### config.mk
export PLATFORM = sky130hd
export DESIGN_NAME = lockstep_check_ctrl
export DESIGN_NICKNAME = d
export VERILOG_FILES = /design/src/rtl/lockstep_pkg.sv /design/src/rtl/lockstep_delay_line.sv /design/src/rtl/lockstep_check_ctrl.sv
export SDC_FILE = /design/constraint.sdc
export NUM_CORES = 1
export LEC_CHECK = 0
export CAP_MARGIN = 20
export CELL_PAD_IN_SITES_DETAIL_PLACEMENT = 1
export CELL_PAD_IN_SITES_GLOBAL_PLACEMENT = 1
export CORE_MARGIN = 3
export CORE_UTILIZATION = 35
export CTS_BUF_LIST = sky130_fd_sc_hd__clkbuf_2 sky130_fd_sc_hd__clkbuf_4 sky130_fd_sc_hd__clkbuf_8
export DETAILED_ROUTE_END_ITERATION = 10
export HOLD_SLACK_MARGIN = 0.05
export PLACE_DENSITY = 0.8
export SLEW_MARGIN = 20
export SYNTH_ARGS = -nofsm -noshare
export SYNTH_HDL_FRONTEND = slang
export SYNTH_SLANG_ARGS = --single-unit
### constraint.sdc
create_clock -name clk -period 1.4 [get_ports clk]
set_clock_uncertainty 0.05 [all_clocks]
set_input_delay 0.28 -clock clk [delete_from_list [all_inputs] [get_ports clk]]
set_output_delay 0.28 -clock clk [all_outputs]
set_load 0.01 [all_outputs]
### src/rtl/lockstep_pkg.sv
// Shared types and sizing helpers for the lockstep comparison controller.
package lockstep_pkg;

    typedef enum logic [1:0] {
        IDLE   = 2'd0,
        WARMUP = 2'd1,
        CHECK  = 2'd2,
        FAULT  = 2'd3
    } lockstep_state_e;

    // Warmup counter must hold values up to DELAY.
    function automatic int unsigned warm_cnt_w(input int unsigned delay);
        return (delay < 1) ? 1 : $clog2(delay + 1);
    endfunction

endpackage

### src/rtl/lockstep_delay_line.sv
// Aligning shift register: dout is din from DELAY cycles earlier.
module lockstep_delay_line #(
    parameter int unsigned LENGTH = 8,
    parameter int unsigned DELAY  = 3
) (
    input  logic              clk,
    input  logic              rst,
    input  logic [LENGTH-1:0] din,
    output logic [LENGTH-1:0] dout
);

    logic [LENGTH-1:0] r_stage [DELAY];

    always_ff @(posedge clk) begin
        if (rst) begin
            for (int i = 0; i < int'(DELAY); i++) begin
                r_stage[i] <= '0;
            end
        end else begin
            r_stage[0] <= din;
            for (int i = 1; i < int'(DELAY); i++) begin
                r_stage[i] <= r_stage[i-1];
            end
        end
    end

    assign dout = r_stage[DELAY-1];

endmodule

### src/rtl/lockstep_check_ctrl.sv
// Lockstep checker: aligns the reference stream, compares it against the lagging copy,
// counts mismatches and latches a sticky fault on a run of consecutive mismatches.
module lockstep_check_ctrl
    import lockstep_pkg::*;
#(
    parameter int unsigned LENGTH        = 8,
    parameter int unsigned DELAY         = 3,
    parameter int unsigned ERR_THRESHOLD = 4,
    parameter int unsigned CNT_W         = 8
) (
    input  logic              clk,
    input  logic              rst,
    input  logic              enable,
    input  logic              clear,
    input  logic [LENGTH-1:0] signal_to_delay,
    input  logic [LENGTH-1:0] signal_delayed,
    output logic              equal,
    output logic              checking,
    output logic              error,
    output logic [1:0]        state,
    output logic [CNT_W-1:0]  mismatch_count
);

    localparam int unsigned WARM_W = warm_cnt_w(DELAY);
    localparam int unsigned CONS_W = $clog2(ERR_THRESHOLD + 1);
    localparam logic [WARM_W-1:0] WARM_LAST = WARM_W'(DELAY - 1);
    localparam logic [CONS_W-1:0] CONS_LAST = CONS_W'(ERR_THRESHOLD - 1);
    localparam logic [CNT_W-1:0]  CNT_MAX   = '1;

    lockstep_state_e   r_state;
    logic [WARM_W-1:0] r_warm;
    logic [CONS_W-1:0] r_cons;
    logic [CNT_W-1:0]  r_cnt;
    logic [LENGTH-1:0] w_tail;
    logic              w_mismatch;

    lockstep_delay_line #(
        .LENGTH (LENGTH),
        .DELAY  (DELAY)
    ) u_delay_line (
        .clk  (clk),
        .rst  (rst),
        .din  (signal_to_delay),
        .dout (w_tail)
    );

    assign equal      = (w_tail == signal_delayed);
    assign w_mismatch = (r_state == CHECK) && !equal;

    // Sequencer and counters; clear is applied last so it overrides any increment.
    always_ff @(posedge clk) begin
        if (rst) begin
            r_state <= IDLE;
            r_warm  <= '0;
            r_cons  <= '0;
            r_cnt   <= '0;
        end else begin
            case (r_state)
                IDLE: begin
                    if (enable) begin
                        r_state <= WARMUP;
                        r_warm  <= '0;
                    end
                end
                WARMUP: begin
                    r_warm <= r_warm + 1'b1;
                    if (!enable) begin
                        r_state <= IDLE;
                    end else if (r_warm == WARM_LAST) begin
                        r_state <= CHECK;
                    end
                end
                CHECK: begin
                    if (!enable) begin
                        r_state <= IDLE;
                        r_cons  <= '0;
                    end else if (w_mismatch && !clear) begin
                        if (r_cnt != CNT_MAX) begin
                            r_cnt <= r_cnt + 1'b1;
                        end
                        r_cons <= r_cons + 1'b1;
                        if (r_cons == CONS_LAST) begin
                            r_state <= FAULT;
                        end
                    end else begin
                        r_cons <= '0;
                    end
                end
                FAULT: begin
                    if (clear) begin
                        r_state <= IDLE;
                    end
                end
                default: r_state <= IDLE;
            endcase
            if (clear) begin
                r_cnt  <= '0;
                r_cons <= '0;
            end
        end
    end

    assign state          = r_state;
    assign checking       = (r_state == CHECK);
    assign error          = (r_state == FAULT);
    assign mismatch_count = r_cnt;

endmodule
==> results list, run 1 <==
- Counting the buffers created by CTS gives 5.
- After global routing the overflow that remains totals 0.
- Worst hold path startpoint: u_delay_line.r_stage[0][7]
- The number of global-route vias before repair is 1421.
- Clock tree synthesis selected as its root buffer the cell sky130_fd_sc_hd__clkbuf_8.
- On the worst path, the slowest cell contributes a delay of 0.40 ns.
- Power share of the combinational group: 0.093
* Startpoint types: flip-flop
- Pleak: 1.04 nW
* Internal Power: 1.77 mW
- Starting Density: 0.377
- After layout, the minimum clock period comes to 1.74 ns.
- Leading cell types in the layout, fill and taps excluded: sky130_fd_sc_hd__dfxtp_1, sky130_fd_sc_hd__nor2b_1, sky130_fd_sc_hd__buf_4
- Slowest stage cell on the critical path: sky130_fd_sc_hd__o311a_4
- 33 I/O pins were placed.
* Worst setup EP type: flip-flop
* Instance count of the mapped netlist: 163
* Power density normalized to cell area: 998 mW/mm²
- Number of maximum-capacitance constraint violations: 0
* Total Die Area: 0.00529 mm²
* Pre-Repair DR Iteration Count: 4
* Reg2Reg Launch Point: u_delay_line.r_stage[0][16]
* Clock insertion delay at the later pin of the skew report: 0.29 ns
- At the pin with the least slew margin, the transition time is 0.275 ns.
- Final weighted congestion in routability-driven placement: 0.834
- Hold buffer count at cts: 0
* Non-Filler Cell Area, Final: 0.00227 mm²
- Std-Cell Core Area: 0.00414 mm²
* PnR worst setup slack: -0.340 ns
- For this run, the number of Yosys warnings is 0.
- Of the total power, the clock network draws 0.398.
- Net count of the mapped netlist: 187
- Area Growth Syn to Fin: 45.6%
- WL final: 4380 µm
- Maximum clock frequency: 575 MHz
* Area of the multi-input gates: 822 µm²
* Post-DR vias/cell: 5.01
- Overall track demand over capacity in global routing: 0.171
- In the final layout, the share of cells above drive strength 1 is 0.268.
* Post-route fraction of the period consumed by the critical path: 1.24
- Post-synth EDFFs: 0
* Most instantiated flip-flop cell in the synthesis netlist: sky130_fd_sc_hd__dfxtp_1
- Data arrival time of the critical path: 1.90 ns
- Setup violations remaining at the end of the flow were counted as 14.
- Summed instance area of the synthesized netlist: 0.00156 mm²
* Final Slew Violations: 0
* Filler cell count in the final layout: 462
- Critical path data required time: 1.56 ns
* Worst hold path stage count: 1
- Bufs on Longest Clock Path: 2
* Placed cell count: 256
* Yosys top cell by area: sky130_fd_sc_hd__dfxtp_1
- After the first detailed-routing iteration, the DRC count stood at 66.
* PortBufs: 32
* Clk sink count: 39
* Setup repair after global routing missed its margin: true
- The critical path is of the flip-flop to flip-flop type.
- Measured along the x axis, the die boundary spans 72.8 µm.
- The flow ran to the end, but the final reports show violations.
- HPWL Detailed: 2780 µm
- Total cell area at the placement stage: 0.00205 mm²
- For this run, the register share of the synthesized area comes to 0.500.
- Routed via count: 1352
- Proportion of total power due to net switching: 0.217
- Most common cell after layout, fill and taps aside: sky130_fd_sc_hd__dfxtp_1
- Maximum fanout count along the critical path: 5
- The floorplan step set the die height to 72.8 µm.
- In this run the worst setup path begins at u_delay_line.r_stage[0][16].
- CTS tree: built
* Failing checks: setup timing
- Initial antenna violation count: 0
- Clock-pin slew was measured on the worst setup and hold paths at 0.07 ns.
- The floorplan has 23 rows.
- Global-route wire length before repair: 6810 µm
- The number of antenna diodes in the final layout is 0.
- Register area: 788 µm²
* Avg WL per Cell: 16.2 µm
* Final nets: 244
- Critical-path cell list: xnor2_1, nand2_1, buf_4, o311a_4, nand4_1, mux2i_1
* Post-synth top area share: 0.500
- Once detail routing completed, the nets flagged for antenna violations numbered 0.
- Hold is met by 0.388 ns.
- After synthesis, the mean cell area works out to 9.57 µm².
- Remaining design rule violation count: 0
* Normalized max-slew margin: 0.815
- Worst Reg-to-Reg Cells: 6
* CTS H-tree lvls: 2
- Number of endpoints with negative hold slack in the final report: 0
- The synthesized design contains 39 register bits.
- IR analysis of the VDD net gives a maximum drop of 612 µV.
* Post-synthesis cell type count: 36
- Share of synthesized registers carrying an async set or reset: 0
* Net switching power: 0.493 mW
- Largest net degree at the start of global routing: 29
- Once layout is complete, the cells apart from fillers number 270.
- In the post-synthesis netlist, the biggest area contributors are sky130_fd_sc_hd__dfxtp_1, sky130_fd_sc_hd__nor2b_1, sky130_fd_sc_hd__xnor2_1.
- Worst hold path type: flip-flop to flip-flop
* Final-layout setup total negative slack: -3.70 ns
- Of the total power, registers draw 0.509.
==> repair_timing <==
action / 4_1_cts / 5_1_grt
gates resized for setup: 42 / 12
setup endpoints to repair: 26 / 16
pin swaps: 13 / 13
setup buffers: 5 / 1
cloned: 2 / 0
==> final cells by class <==
type,count,share of cell area
flip-flops and latches,39,0.347
inverters,7,0.0116
clock inverters,2,0.0165
repair buffers,55,0.205
multi-input cells,112,0.362
clock buffers,5,0.0303
well taps,50,0.0275
==> cells in the mapped netlist (all sizes together) (3+ instances only) <==
| library cell | count |
|---|---|
| nor2 | 16 |
| buf | 4 |
| nand2 | 13 |
| clkbuf | 3 |
| a31oi | 3 |
| dfxtp | 39 |
| o21ai | 3 |
| xnor2 | 8 |
| ha | 4 |
| inv | 7 |
| a41o | 4 |
| mux2i | 3 |
| nor2b | 24 |
| a21oi | 9 |
==> power by group through the flow <==
stage               clock (mW)  combinational [mW]  sequential (mW)
finish                   0.902               0.211             1.15
global route             0.969               0.232             1.16
CTS                      0.927               0.202             1.15
detailed placement           0               0.193             1.18
global placement             0               0.182             1.18
floorplan                    0              0.0925             1.18
==> per-stage QoR <==
step	total power [mW]	util	setup slack, ns
floorplan	1.27	-	-0.0595
global placement	1.36	0.495	-0.883
detailed placement	1.37	0.495	-0.909
CTS	2.28	0.533	-0.301
global route	2.36	0.548	-0.408
finish	2.27	0.548	-0.340
==> kinds of logic (layout without fill, tap and decap cells) <==
family          count (synthesis)  count (layout)  share of synthesized area
compound gates                 28              30                      0.125
xor+xnor                        9               9                     0.0553
fa+ha+maj                       4               4                     0.0321
buf+inv                        14              69                     0.0465
flops                          39              39                      0.500
mux                             3               3                     0.0192
simple gates                   66              66                      0.221
==> metal layers <==
layer | GRT usage | up-vias | part of all wire
li1 | - | 665 | -
met1 | 0.181 | 650 | 0.38
met2 | 0.326 | 29 | 0.56
met3 | 0.0441 | 8 | 0.042
met4 | 0.0533 | 0 | 0.016
met5 | 0 | - | 0
==> registers in the layout, indices dropped and copies added, names as in the netlist <==
signal                flops
u_delay_line.r_stage     24
mismatch_count            8
r_cons                    3
r_warm                    2
state                     2
==> worst paths after layout <==
check                                end  slack (ns)
max reg2reg            mismatch_count[6]       -0.34
min          u_delay_line.r_stage[0][15]        0.39
max                    mismatch_count[6]       -0.34
min reg2reg  u_delay_line.r_stage[0][15]        0.39
==> worst max-delay path: cells and delay by family, from the launching register on <==
family	cells	cell delay, ns
buffers and inverters	1	0.18
AO/OA/AOI/OAI	1	0.40
XOR/XNOR	1	0.25
flip-flops	1	0.33
AND/OR/NAND/NOR	2	0.24
multiplexers	1	0.21
Note: power is estimated with default switching activity, not from simulation.
==> inputs of run 2 (changes only) <==
- CORE_UTILIZATION: 35 -> 40
- PLACE_DENSITY: 0.8 -> 0.86
- RECOVER_POWER: unset -> 100
- clock period: 1.4 -> 2.1 ns (I/O delays scaled with it)
==> run 2 against run 1 <==
The flow now finishes without violations. Count of clock-buffer cells in the layout stayed put. Setup slack gained 0.40 ns. Design area decreased by 10%. Combinational power shrank 45%. Die area is 11% lower. Critical path depth down 1. First-iteration DRC count decreased by 17%. Largest power group unchanged.
==> results list, run 2 (synthesized netlist as in run 1, its figures left out) <==
- The vertical die dimension came to 68.5 µm (was 72.8 µm).
- The count of inserted antenna diode cells came to 0 (unchanged).
* Critical path data required time: 1.63 ns (was 1.56 ns)
- Number of maximum-capacitance constraint violations: 0 (unchanged)
- Total gr overflow: 0 (unchanged)
- Top-Level Pins: 33 (unchanged)
* CTS tree: built (unchanged)
- The count of placed standard cells including taps was 243 (was 256).
- Initial detailed-routing violation count: 55 (was 66)
- CTS H-tree lvls: 2 (unchanged)
- Largest net degree at the start of global routing: 29 (unchanged)
* PortBufs: 32 (unchanged)
- The number of flip-flops in the largest register came to 24 (unchanged).
- Startpoint types: input port (was flip-flop)
- Leading cell types in the layout, fill and taps excluded: sky130_fd_sc_hd__dfxtp_1, sky130_fd_sc_hd__nor2b_1, sky130_fd_sc_hd__clkdlybuf4s50_1 (was sky130_fd_sc_hd__dfxtp_1, sky130_fd_sc_hd__nor2b_1, sky130_fd_sc_hd__buf_4)
* Utilization after layout: 0.550 (was 0.548)
- The top register by number of flip-flops was u_delay_line.r_stage (unchanged).
- Bufs on Longest Clock Path: 2 (unchanged)
- Die Span X: 68.5 µm (was 72.8 µm)
* Hold buffer count at cts: 0 (unchanged)
- Site Rows: 22 (was 23)
- Cts bufs inserted: 5 (unchanged)
- The maximum resistive drop on vdd is 396 µV (was 612 µV).
* Overall power of the completed layout: 1.40 mW (was 2.27 mW)
* Overall track demand over capacity in global routing: 0.161 (was 0.171)
- Post-DR vias/cell: 5.07 (was 5.01)
* Fraction of final layout cells with drive strength greater than 1: 0.108 (was 0.268)
- The class of the most critical setup path is input port to output port (was flip-flop to flip-flop).
- The leakage power total came to 0.913 nW (was 1.04 nW).
- The detailed placement HPWL was 2630 µm (was 2780 µm).
- The initial standard-cell utilization of the core was 0.420 (was 0.377).
- The number of optimization iterations in the first detailed-route pass is 4 (unchanged).
* Routed via count: 1278 (was 1352)
- Number of endpoints with negative hold slack in the final report: 0 (unchanged)
- The smallest clock period supported by the final layout is computed as 2.04 ns.
* Maximum fanout count along the critical path: 2 (was 5)
* Post-CTS clock slew at the launch and capture registers of the worst setup and hold paths: 0.08 ns (was 0.07 ns)
- The clock latency on the worst-skew pair was 0.30 ns (was 0.29 ns).
- Total Die Area: 0.00469 mm² (was 0.00529 mm²)
- Normalized max-slew margin: 0.656 (was 0.815)
* Most common cell after layout, fill and taps aside: sky130_fd_sc_hd__dfxtp_1 (unchanged)
- The core box area came to 0.00372 mm² (was 0.00414 mm²).
- The class of the tightest hold or removal check is flip-flop to flip-flop (unchanged).
* Setup repair after global routing missed its margin: false (was true)
* Slew @ Worst Pin: 0.515 ns (was 0.275 ns)
- Result of the run: complete, no violations (was finished, violations left)
- Based on the critical path, the design can be clocked at up to 491 MHz.
- The residual antenna-violating net count after detailed routing is 0 (unchanged).
* WL final: 3410 µm (was 4380 µm)
* Power density normalized to cell area: 687 mW/mm² (was 998 mW/mm²)
* Filler-free cell count of the finished design: 252 (was 270)
* Via count of the first global-routing pass: 1278 (was 1421)
- The number of nets in the finished design came to 227 (was 244).
- The final estimated routing congestion in global placement was 0.793 (was 0.834).
- Setup violations, final: 0 (was 14)
* Data arrival time of the critical path: 1.57 ns (was 1.90 ns)
- Area Growth Syn to Fin: 31.0% (was 45.6%)
- Clk sink count: 39 (unchanged)
* Avg WL per Cell: 13.5 µm (was 16.2 µm)
- Global-route wire length before repair: 5460 µm (was 6810 µm)
* Post-route fraction of the period consumed by the critical path: 0.970
* Remaining design rule violation count: 0 (unchanged)
- Final Slew Violations: 0 (unchanged)
* Clock Root Buffer: sky130_fd_sc_hd__clkbuf_8 (unchanged)
- Worst setup EP type: output port (was flip-flop)
* Initial antenna violation count: 0 (unchanged)
[run 2: cell type report]
| cell class | instances | area, µm² |
|---|---|---|
| tap | 48 | 60.1 |
| sequential | 39 | 782 |
| inverter | 7 | 26.3 |
| timing repair buffer | 40 | 380 |
| fill | 438 | 1670 |
| clock inverter | 3 | 23.8 |
| clock buffer | 5 | 68.8 |
| multi-input combinational | 110 | 702 |
[run 2: metal layers]
layer	share of wire	vias to the layer above	GRT usage
met5	0	-	0
met4	0.029	0	0.0794
met3	0.040	9	0.0558
met2	0.55	25	0.303
met1	0.38	616	0.152
li1	-	628	-
[run 2: worst max-delay path, cell delays in order]
cell,delay (ns)
sky130_fd_sc_hd__clkdlybuf4s50_1,0.49
sky130_fd_sc_hd__xnor2_1,0.13
sky130_fd_sc_hd__nand2_1,0.10
sky130_fd_sc_hd__nor3_1,0.25
sky130_fd_sc_hd__clkbuf_2,0.18
[run 2: worst paths after layout]
path | from | to | slack, ns | cells after the start
worst max-delay path | signal_delayed[6] | equal | 0.06 | 5
worst min-delay path | u_delay_line.r_stage[0][3] | u_delay_line.r_stage[0][11] | 0.40 | 1
worst max register to register | mismatch_count[6] | mismatch_count[7] | 0.35 | 5
worst min register to register | u_delay_line.r_stage[0][3] | u_delay_line.r_stage[0][11] | 0.40 | 1
[run 2: repair_timing]
action                                  CTS  global route
setup buffers                             0             1
resized for setup                         5             5
endpoints found under the setup margin    1             3
pin swaps                                 1             5
[run 2: power by group]
| part | leakage (nW) | switching [mW] | internal, mW |
|---|---|---|---|
| registers | 0.319 | 0.0113 | 0.762 |
| logic | 0.554 | 0.0475 | 0.0696 |
| clock network | 0.0408 | 0.276 | 0.237 |
[run 2: through the flow]
stage	setup TNS, ns	cell area, µm²	hold WS, ns	setup slack (ns)
4_1_cts	0	2050	0.405	0.0311
2_1_floorplan	0	1560	0.364	0.439
5_1_grt	0	2040	0.408	0.00862
3_3_place_gp	-1.11	1960	0.365	-0.426
6_report	0	2040	0.400	0.0625
3_5_place_dp	-1.76	1960	0.382	-0.464
==> inputs of run 3 (changes only) <==
- TNS_END_PERCENT: unset -> 50
==> run 3 against run 2 <==
Die area unchanged. Design area decreased by 0.25%. Non-clock buffer count decreased by 1. Via count decreased by 0.39%. Power increased by 0.24%. Register-to-register slack about the same. Hold slack about the same. Sequential cell count unchanged. Clock power about the same. Critical path type unchanged. Cell count decreased by 0.40%. Utilization decreased by 0.13 points. Setup slack got worse by 0.016 ns. Largest cell class unchanged. Largest power group unchanged.
==> results list, run 3 (synthesized netlist as in run 1, its figures left out) <==
- The buffer type at the clock tree root is sky130_fd_sc_hd__clkbuf_8 (unchanged).
- CTS tree: built (unchanged)
* Die Span X: 68.5 µm (unchanged)
- The number of nets in the finished design came to 226 (was 227).
- Total Die Area: 0.00469 mm² (unchanged)
- The total detailed-routing wirelength is 3370 µm (was 3410 µm).
- The post-detailed-route DRC marker count came to 0 (unchanged).
- Max reg flops: 24 (unchanged)
- Post-route antenna net violation count: 0 (unchanged)
- The worst setup margin was 0.0467 ns (was 0.0625 ns).
- Startpoint-to-endpoint class of the critical path: input port to output port (unchanged)
* Site Rows: 22 (unchanged)
* Peak supply drop: 396 µV (about the same)
- The vertical die dimension was 68.5 µm (unchanged).
* Fraction of final layout cells with drive strength greater than 1: 0.113 (was 0.108)
* CP bufs+invs: 2 (unchanged)
- Post-DR vias/cell: 5.07 (about the same)
- The count of max-cap constraint violations came to 0 (unchanged).
* Register area: 782 µm² (unchanged)
- The remaining global-route overflow was 0 (unchanged).
* Setup violations, final: 0 (unchanged)
* Routed via count: 1273 (was 1278)
- Number of endpoints with negative hold slack in the final report: 0 (unchanged)
- Starting Density: 0.420 (unchanged)
* Critical-path cell list: clkdlybuf4s50_1, xnor2_2, nand4_1, nor3_2, buf_2 (was clkdlybuf4s50_1, xnor2_1, nand2_1, nor3_1, clkbuf_2)
* Largest net degree at the start of global routing: 29 (unchanged)
- Top register by number of flip-flops: u_delay_line.r_stage (unchanged)
- The delay of the slowest cell on the worst path is 0.52 ns (was 0.49 ns).
- Placed cell count: 243 (unchanged)
- The critical register-to-register path startpoint is mismatch_count[6] (unchanged).
- PortBufs: 32 (unchanged)
- The number of buffers between clock root and the deepest sink was 2 (unchanged).
- Setup slack of the worst register-to-register path: 0.35 ns (about the same)
- Slew @ Worst Pin: 0.517 ns (was 0.515 ns)
* Initial antenna violation count: 0 (unchanged)
- The critical path startpoint was signal_delayed[3] (was signal_delayed[6]).
- The data required time at the worst endpoint is 1.63 ns (about the same).
- Worst min-delay path endpoint: u_delay_line.r_stage[0][22] (was u_delay_line.r_stage[0][11])
- Setup repair after global routing missed its margin: true (was false).
- Clock insertion delay at the later pin of the skew report: 0.29 ns (was 0.30 ns)
- The beginning of the worst hold path was u_delay_line.r_stage[0][14] (was u_delay_line.r_stage[0][3]).
- Worst hold path stage count: 1 (unchanged)
- CTS H-tree lvls: 2 (unchanged)
- The kind of start point of the critical path is an input port (unchanged).
* Initial detailed-routing violation count: 50 (was 55)
- The area of all placed cells without fillers is 0.00204 mm² (about the same).
- The total placed instance area is 0.00196 mm² (unchanged).
* Worst Reg-to-Reg Cells: 5 (unchanged)
- The fraction of the cycle the final worst path needs is 0.978 (was 0.970).
- The top fanout value on the critical path came to 2 (unchanged).
* Data arrival time of the critical path: 1.58 ns (was 1.57 ns)
- Clk sink count: 39 (unchanged)
- The destination of the worst register-to-register timing path was mismatch_count[7] (unchanged).
- Avg WL per Cell: 13.4 µm (was 13.5 µm)
- The number of standard cells in the final layout excluding fillers came to 251 (was 252).
- The layout overhead on the synthesized area is 30.6% (was 31.0%).
- Final weighted congestion in routability-driven placement: 0.793 (unchanged)
- The leading cell type in the layout, fill and taps excluded is sky130_fd_sc_hd__dfxtp_1 (unchanged).
- The number of fill cells is 434 (was 438).
* Result of the run: complete, no violations (unchanged)
- Post-CTS clock slew at the launch and capture registers of the worst setup and hold paths: 0.08 ns (about the same)
- Global-route wire length before repair: 5460 µm (unchanged)
- Final period demand of the worst path: 2.05 ns (was 2.04 ns)
- HPWL Detailed: 2630 µm (unchanged)
* Worst setup EP type: output port (unchanged)
* Area of the multi-input gates: 712 µm² (was 702 µm²)
- Via count of the first global-routing pass: 1278 (unchanged)
- Worst hold path type: flip-flop to flip-flop (unchanged)
* Largest delay contributor family on the critical path: buffers and inverters (unchanged)
* Inserted Diodes: 0 (unchanged)
* Pre-Repair DR Iteration Count: 4 (unchanged)
* Overall track demand over capacity in global routing: 0.161 (unchanged)
* Pleak: 0.872 nW (was 0.913 nW)
- The power density of the placed cells came to 690 mW/mm² (was 687 mW/mm²).
- The relative slew slack was 0.656 (about the same).
- The core box area is 0.00372 mm² (unchanged).
- Leading cell types in the layout, fill and taps excluded: sky130_fd_sc_hd__dfxtp_1, sky130_fd_sc_hd__nor2b_1, sky130_fd_sc_hd__clkdlybuf4s50_1 (unchanged).
- Maximum clock frequency: 487 MHz (was 491 MHz)
- Top-Level Pins: 33 (unchanged)
- Cts bufs inserted: 5 (unchanged)
- Slowest stage cell on the critical path: sky130_fd_sc_hd__clkdlybuf4s50_1 (unchanged)
- Placement-stage worst setup slack: -0.464 ns (unchanged)
- The final max-slew violation count came to 0 (unchanged).
[run 3: cell types whose count changed in the layout (fill, tap and decap cells not counted), sizes merged]
cell | before | now
clkdlybuf4s50 | 17 | 21
dlymetal6s2s | 4 | 0
clkbuf | 8 | 7
[run 3: area by class of cell]
class / instances / area share
sequential: 39 / 0.384
multi-input combinational: 110 / 0.349
timing repair buffer: 39 / 0.179
clock buffer: 5 / 0.0338
tap: 48 / 0.0295
inverter: 7 / 0.0129
clock inverter: 3 / 0.0117
[run 3: layer usage]
| layer | part of all wire | GRT usage | vias to the layer above |
|---|---|---|---|
| met5 | 0 | 0 | - |
| met4 | 0.029 | 0.0794 | 0 |
| met3 | 0.041 | 0.0558 | 9 |
| met2 | 0.55 | 0.303 | 25 |
| met1 | 0.38 | 0.152 | 613 |
| li1 | - | - | 626 |
[run 3: worst register-to-register path, cell delays in order (launching register included)]
cell,delay [ns]
sky130_fd_sc_hd__dfxtp_1,0.35
sky130_fd_sc_hd__and4_1,0.24
sky130_fd_sc_hd__and2_1,0.19
sky130_fd_sc_hd__a21oi_1,0.43
sky130_fd_sc_hd__a31oi_1,0.17
sky130_fd_sc_hd__a41o_1,0.22
[run 3: how the worst max path moves through the flow]
stage,cells past startpoint,slack (ns),to
CTS,3,0.03,checking
finish,5,0.05,equal
floorplan,6,0.44,mismatch_count[1]
global route,5,-0.04,equal
global placement,5,-0.43,equal
detailed placement,5,-0.46,equal
[run 3: repair_timing]
item,CTS,global route
setup buffers,0,0
pin swaps,1,0
endpoints found under the setup margin,1,3
resized for setup,5,1
hold buffers,0,0
[run 3: stage by stage]
step                TNS, ns  power, mW  hold WS (ns)   util
finish                    0       1.41         0.400  0.548
CTS                       0       1.43         0.405  0.552
detailed placement    -1.76      0.911         0.382  0.527
global route        -0.0708       1.47         0.408  0.548
floorplan                 0      0.844         0.364      -
global placement      -1.11      0.900         0.365  0.527
[run 3: power by group]
group	switching, mW	total [mW]	leakage [nW]	internal, mW
Clock	0.278	0.515	0.0408	0.237
Sequential	0.0113	0.773	0.319	0.762
Combinational	0.0479	0.119	0.512	0.0708
